### config.mk
export PLATFORM = sky130hd
export DESIGN_NAME = trigger_link_rx
export DESIGN_NICKNAME = d
export VERILOG_FILES = /design/src/rtl/trigger_link_rx.sv
export SDC_FILE = /design/constraint.sdc
export NUM_CORES = 1
export LEC_CHECK = 0
export CORE_MARGIN = 3
export CORE_UTILIZATION = 57
export DETAILED_ROUTE_END_ITERATION = 16
export DONT_BUFFER_PORTS = 1
export PLACE_DENSITY = 0.87
export SYNTH_ARGS = -nofsm -noshare
export SYNTH_HDL_FRONTEND = slang
export SYNTH_SLANG_ARGS = --single-unit
### constraint.sdc
create_clock -name usrclk2 -period 2 [get_ports usrclk2]
set_input_delay 0.5 -clock usrclk2 [delete_from_list [all_inputs] [get_ports usrclk2]]
set_output_delay 0.5 -clock usrclk2 [all_outputs]
set_load 0.005 [all_outputs]
### src/rtl/trigger_link_rx.sv
// Receive side of the fixed-latency trigger fiber: frames the two-word-per-BX
// 8b/10b stream, tracks lock, checks the latency marker and counts bad frames.
module trigger_link_rx #(
    parameter int LOCK_FRAMES   = 8,
    parameter int UNLOCK_ERRS   = 4,
    parameter int MARKER_PERIOD = 128,
    parameter int ERR_CNT_W     = 16
) (
    input  logic                 usrclk2,
    input  logic                 reset,
    input  logic [31:0]          rx_data,
    input  logic [3:0]           rx_charisk,
    input  logic [3:0]           rx_codeerr,
    output logic [13:0]          cluster0,
    output logic [13:0]          cluster1,
    output logic [13:0]          cluster2,
    output logic [13:0]          cluster3,
    output logic                 overflow,
    output logic                 valid,
    output logic                 marker,
    output logic                 locked,
    output logic                 marker_err,
    output logic [ERR_CNT_W-1:0] err_cnt
);

    localparam int GW = $clog2(LOCK_FRAMES + 1);
    localparam int BW = $clog2(UNLOCK_ERRS + 1);
    localparam int XW = $clog2(MARKER_PERIOD);

    localparam logic [7:0] K_NORM     = 8'hBC;
    localparam logic [7:0] K_NORM_OVF = 8'hF7;
    localparam logic [7:0] K_MARK     = 8'hFC;
    localparam logic [7:0] K_MARK_OVF = 8'hFB;

    typedef enum logic [1:0] {HUNT, SYNC, LOCKED} state_t;

    // First half of the frame, held until the second word completes it
    typedef struct packed {
        logic        ok;
        logic        ovf;
        logic        mark;
        logic [23:0] data;
    } w0_t;

    state_t        state, state_nxt;
    logic          phase;
    w0_t           w0_q;
    logic [GW-1:0] good_cnt;
    logic [BW-1:0] bad_cnt;
    logic [XW-1:0] bx_cnt;
    logic          aligned;

    logic [7:0] kbyte;
    logic       k_known, k_ovf, k_mark, w0_good, w1_good;
    logic       frame_end, frame_good, frame_bad, bx_last, mark_err_nxt;

    assign kbyte  = rx_data[7:0];
    assign locked = (state == LOCKED);

    always_comb begin
        k_ovf   = (kbyte == K_NORM_OVF) || (kbyte == K_MARK_OVF);
        k_mark  = (kbyte == K_MARK) || (kbyte == K_MARK_OVF);
        k_known = k_ovf || k_mark || (kbyte == K_NORM);
        w0_good = (rx_charisk == 4'b0001) && k_known && (rx_codeerr == 4'b0000);
        w1_good = (rx_charisk == 4'b0000) && (rx_codeerr == 4'b0000);
    end

    always_comb begin
        state_nxt    = state;
        frame_end    = (state != HUNT) && phase;
        frame_good   = frame_end && w0_q.ok && w1_good;
        frame_bad    = frame_end && !frame_good;
        bx_last      = (bx_cnt == XW'(MARKER_PERIOD - 1));
        // Until the first marker is seen the BX counter has no reference
        mark_err_nxt = (state == LOCKED) && frame_good && aligned && (w0_q.mark != bx_last);
        case (state)
            HUNT:    if (w0_good) state_nxt = SYNC;
            SYNC: begin
                if (frame_bad)
                    state_nxt = HUNT;
                else if (frame_good && (good_cnt == GW'(LOCK_FRAMES - 1)))
                    state_nxt = LOCKED;
            end
            LOCKED:  if (frame_bad && (bad_cnt == BW'(UNLOCK_ERRS - 1))) state_nxt = HUNT;
            default: state_nxt = HUNT;
        endcase
    end

    always_ff @(posedge usrclk2) begin
        if (reset) begin
            state      <= HUNT;
            phase      <= 1'b0;
            w0_q       <= '0;
            good_cnt   <= '0;
            bad_cnt    <= '0;
            bx_cnt     <= '0;
            aligned    <= 1'b0;
            cluster0   <= '0;
            cluster1   <= '0;
            cluster2   <= '0;
            cluster3   <= '0;
            overflow   <= 1'b0;
            valid      <= 1'b0;
            marker     <= 1'b0;
            marker_err <= 1'b0;
            err_cnt    <= '0;
        end else begin
            state      <= state_nxt;
            valid      <= 1'b0;
            marker     <= 1'b0;
            marker_err <= 1'b0;

            // In HUNT a valid W0 pins the phase; afterwards it free-runs
            if ((state == HUNT) && w0_good) phase <= 1'b1;
            else                            phase <= !phase;

            if (((state == HUNT) && w0_good) || ((state != HUNT) && !phase))
                w0_q <= '{ok: w0_good, ovf: k_ovf, mark: k_mark, data: rx_data[31:8]};

            if (state == HUNT)
                good_cnt <= '0;
            else if ((state == SYNC) && frame_good)
                good_cnt <= good_cnt + GW'(1);

            if (state != LOCKED) begin
                bad_cnt <= '0;
                bx_cnt  <= '0;
                aligned <= 1'b0;
            end else if (frame_end) begin
                if (frame_bad) begin
                    // Bad frames still occupy a BX slot but never touch the marker logic
                    bad_cnt <= bad_cnt + BW'(1);
                    bx_cnt  <= bx_cnt + XW'(1);
                    if (err_cnt != '1) err_cnt <= err_cnt + ERR_CNT_W'(1);
                end else begin
                    bad_cnt    <= '0;
                    {cluster3, cluster2, cluster1, cluster0} <= {rx_data, w0_q.data};
                    overflow   <= w0_q.ovf;
                    valid      <= 1'b1;
                    marker     <= w0_q.mark;
                    marker_err <= mark_err_nxt;
                    if (w0_q.mark) begin
                        bx_cnt  <= '0;
                        aligned <= 1'b1;
                    end else begin
                        bx_cnt <= bx_cnt + XW'(1);
                    end
                end
            end
        end
    end

endmodule

==> reports/metrics.cfg <==
[grt]
grt_overflow=0
grt_use_total_pct=23.00
grt_pass1_vias=4191
grt_pass1_wl_mm=19.15
antenna_found_initial=0
grt_max_degree=144

[setup_path]
crit_fanout=7
cp.arrival_ns=2.19
startpoint_type=register
r2r_end=err_cnt[15]
worstSetupPathType=reg2reg
reg2regPathDepth=4
cp.required_ns=2.38
r2r_setup_slack_ns=0.19
end_kind=register
r2r-start=err_cnt[11]

[detailed_routing]
wl_met2_mm=6.041
ant_nets=0
drtIter0Drc=189
drt_first_pass_iters=4
wire_per_inst_um=16.08
via_per_inst=5.854
wl_met3_mm=1.172
wl_met1_mm=4.454
vias=4285
drc_errors=0
routed_wl_mm=11.77
top_layer=met4

[logic_synthesis]
syn-num-nets=658
yosysSeqAreaShare_pct=46.62
synth.avg_cell_area_um2=8.504
ys_types=48
synthFlopType=dfxtp_1
synth.ff_latch_count=121
synth_area_mm2=0.005196
postSynth.asyncResetShare_pct=0
syn_inst=611
synth_edf_count=0
yosysWarnings=0

[floorplan]
fp.dieH_um=101.5
initial_core_util_pct=59.01
rows=34
die_area_mm2=0.01030
core_region_area_mm2=0.008806
die_width_um=101.5
io_pins=119

[min_path]
worstHoldEndpoint=cluster1[13]
hp-class=in2reg
worstHoldStart=reset
whs_path_depth=1

[layout]
layout_commonest_cell=nand2_1
layout_common_cells=130 x nand2_1, 121 x dfxtp_1, 72 x a21oi_1
area_growth_pct=14.64
instances_no_fill=732
final_nets=658
drive_gt1_share_pct=9.615
final_util_pct=67.65
diodes=0

[clock_tree]
clk_pin_slew_ns=0.06
clock_latency_ns=0.50
cts_made_buffers=17
cts_tree=done
htree_levels=4
cts_root_buf=clkbuf_8
ctsResizeCount=0
clock_path_buffers=2
cts-hold-fix-buffers=0
postCtsSetupBuffers=0
cts_sinks=121

[timing]
final.setup.tns_ns=0
hold_violations=0
tightest_slew_ns=0.6101
fmax_mhz=552.6
finClkSkew_ns=0.01004
maxSlewHeadroom_pct=59.33
period_share_pct=90.49
setup_viol=0
finalMaxSlewViolations=0
period_needed_ns=1.810
rsz0062_at_grt=false
holdWs_ns=0.06477

[job]
drv_cap=0

[outcome]
status=finished clean

[placement]
dpl.hpwl_mm=7.813
placed_cells=700
place_congestion=0.8580
io_buffer_count=0

[power]
leakagePower_nw=2.215
vdd_drop_max_mv=0.6560
p_per_area_mw_per_mm2=916.5

[worst max-delay path by stage]
stage | cells past startpoint | start | to | slack [ns]
4_1_cts | 4 | err_cnt[2] | err_cnt[8] | 0.20
3_3_place_gp | 6 | rx_charisk[1] | w0_q[26] | 0.03
6_report | 4 | err_cnt[11] | err_cnt[15] | 0.19
5_1_grt | 4 | err_cnt[2] | err_cnt[8] | 0.02
2_1_floorplan | 5 | rx_codeerr[1] | err_cnt[10] | 0.006
3_5_place_dp | 6 | rx_charisk[1] | w0_q[26] | -0.08
[Yosys cell counts (2+ instances only)]
cell type,number,share of area (%)
o21a_1,2,0.29
or3_1,2,0.24
nand3_1,15,1.4
o21ai_0,3,0.29
a21o_1,3,0.43
nand2b_1,55,6.6
mux2_1,7,1.5
buf_2,8,0.77
buf_1,4,0.29
o211ai_1,2,0.29
mux2i_1,29,5.6
xor2_1,5,0.84
nor4_1,11,1.3
nor2_1,24,1.7
clkbuf_1,26,1.9
o31ai_1,7,1.0
dfxtp_1,121,47
a21oi_1,72,6.9
nor3b_1,2,0.29
and3_1,9,1.1
nand4_1,13,1.6
ha_1,5,1.2
nor2b_1,9,1.1
a211o_1,2,0.34
inv_1,6,0.43
or4_1,11,1.6
buf_6,2,0.43
nand2_1,130,9.4
and3b_1,2,0.34
o22ai_1,2,0.24
a31oi_1,5,0.60
[flip-flops by register name, summed over array words and instances, names as in the netlist]
| name | flops |
|---|---|
| cluster1 | 14 |
| phase | 1 |
| cluster2 | 14 |
| cluster0 | 14 |
| bx_cnt | 7 |
| marker | 1 |
| marker_err | 1 |
| bad_cnt | 3 |
| state | 2 |
| aligned | 1 |
| valid | 1 |
| overflow | 1 |
| err_cnt | 16 |
| cluster3 | 14 |
| good_cnt | 4 |
| w0_q | 27 |
[final cells by class]
type                    instances  area, um2
flip-flops and latches        121       2422
inverters                       6      22.52
clock inverters                14      161.4
multi-input cells             444       2592
repair buffers                 21      195.2
clock buffers                  18      427.9
fillers                       696       2849
well taps                     108      135.1
[stage by stage]
stage	setup slack (ns)	power, mW	cell area [um2]
after global placement	0.03162	2.523	5368
final	0.1903	5.460	5957
after global routing	0.02390	5.631	5957
after CTS	0.1975	5.499	5957
after floorplan	0.006203	2.545	5196
after detailed placement	-0.07673	2.525	5368
[routing by layer]
| layer | global-route usage [%] | up-vias |
|---|---|---|
| met4 | 7.873 | 0 |
| met5 | 0 | - |
| met1 | 26.63 | 2024 |
| li1 | - | 2102 |
| met2 | 39.29 | 147 |
| met3 | 8.333 | 12 |
[worst max-delay path: stages (launching register included)]
cell and delay, ns:
dfxtp_1 0.48, nand4_1 0.19, nor4_1 0.56, nor4_1 0.13
mux2_1 0.34
[power by group]
group          internal, mW  switching, mW  total (mW)
combinational        0.0363         0.0233      0.0596
clock                  1.84           1.15        2.99
sequential             2.41       0.000702        2.41
total                  4.29           1.17        5.46
[cell families after synthesis]
kind of cell / synth area share, %
compound gates: 11.75
flops: 46.62
mux: 7.103
buf+inv: 3.804
fa+ha+maj: 1.204
simple gates: 28.51
xor+xnor: 1.011
Note: power is estimated with default switching activity, not from simulation.
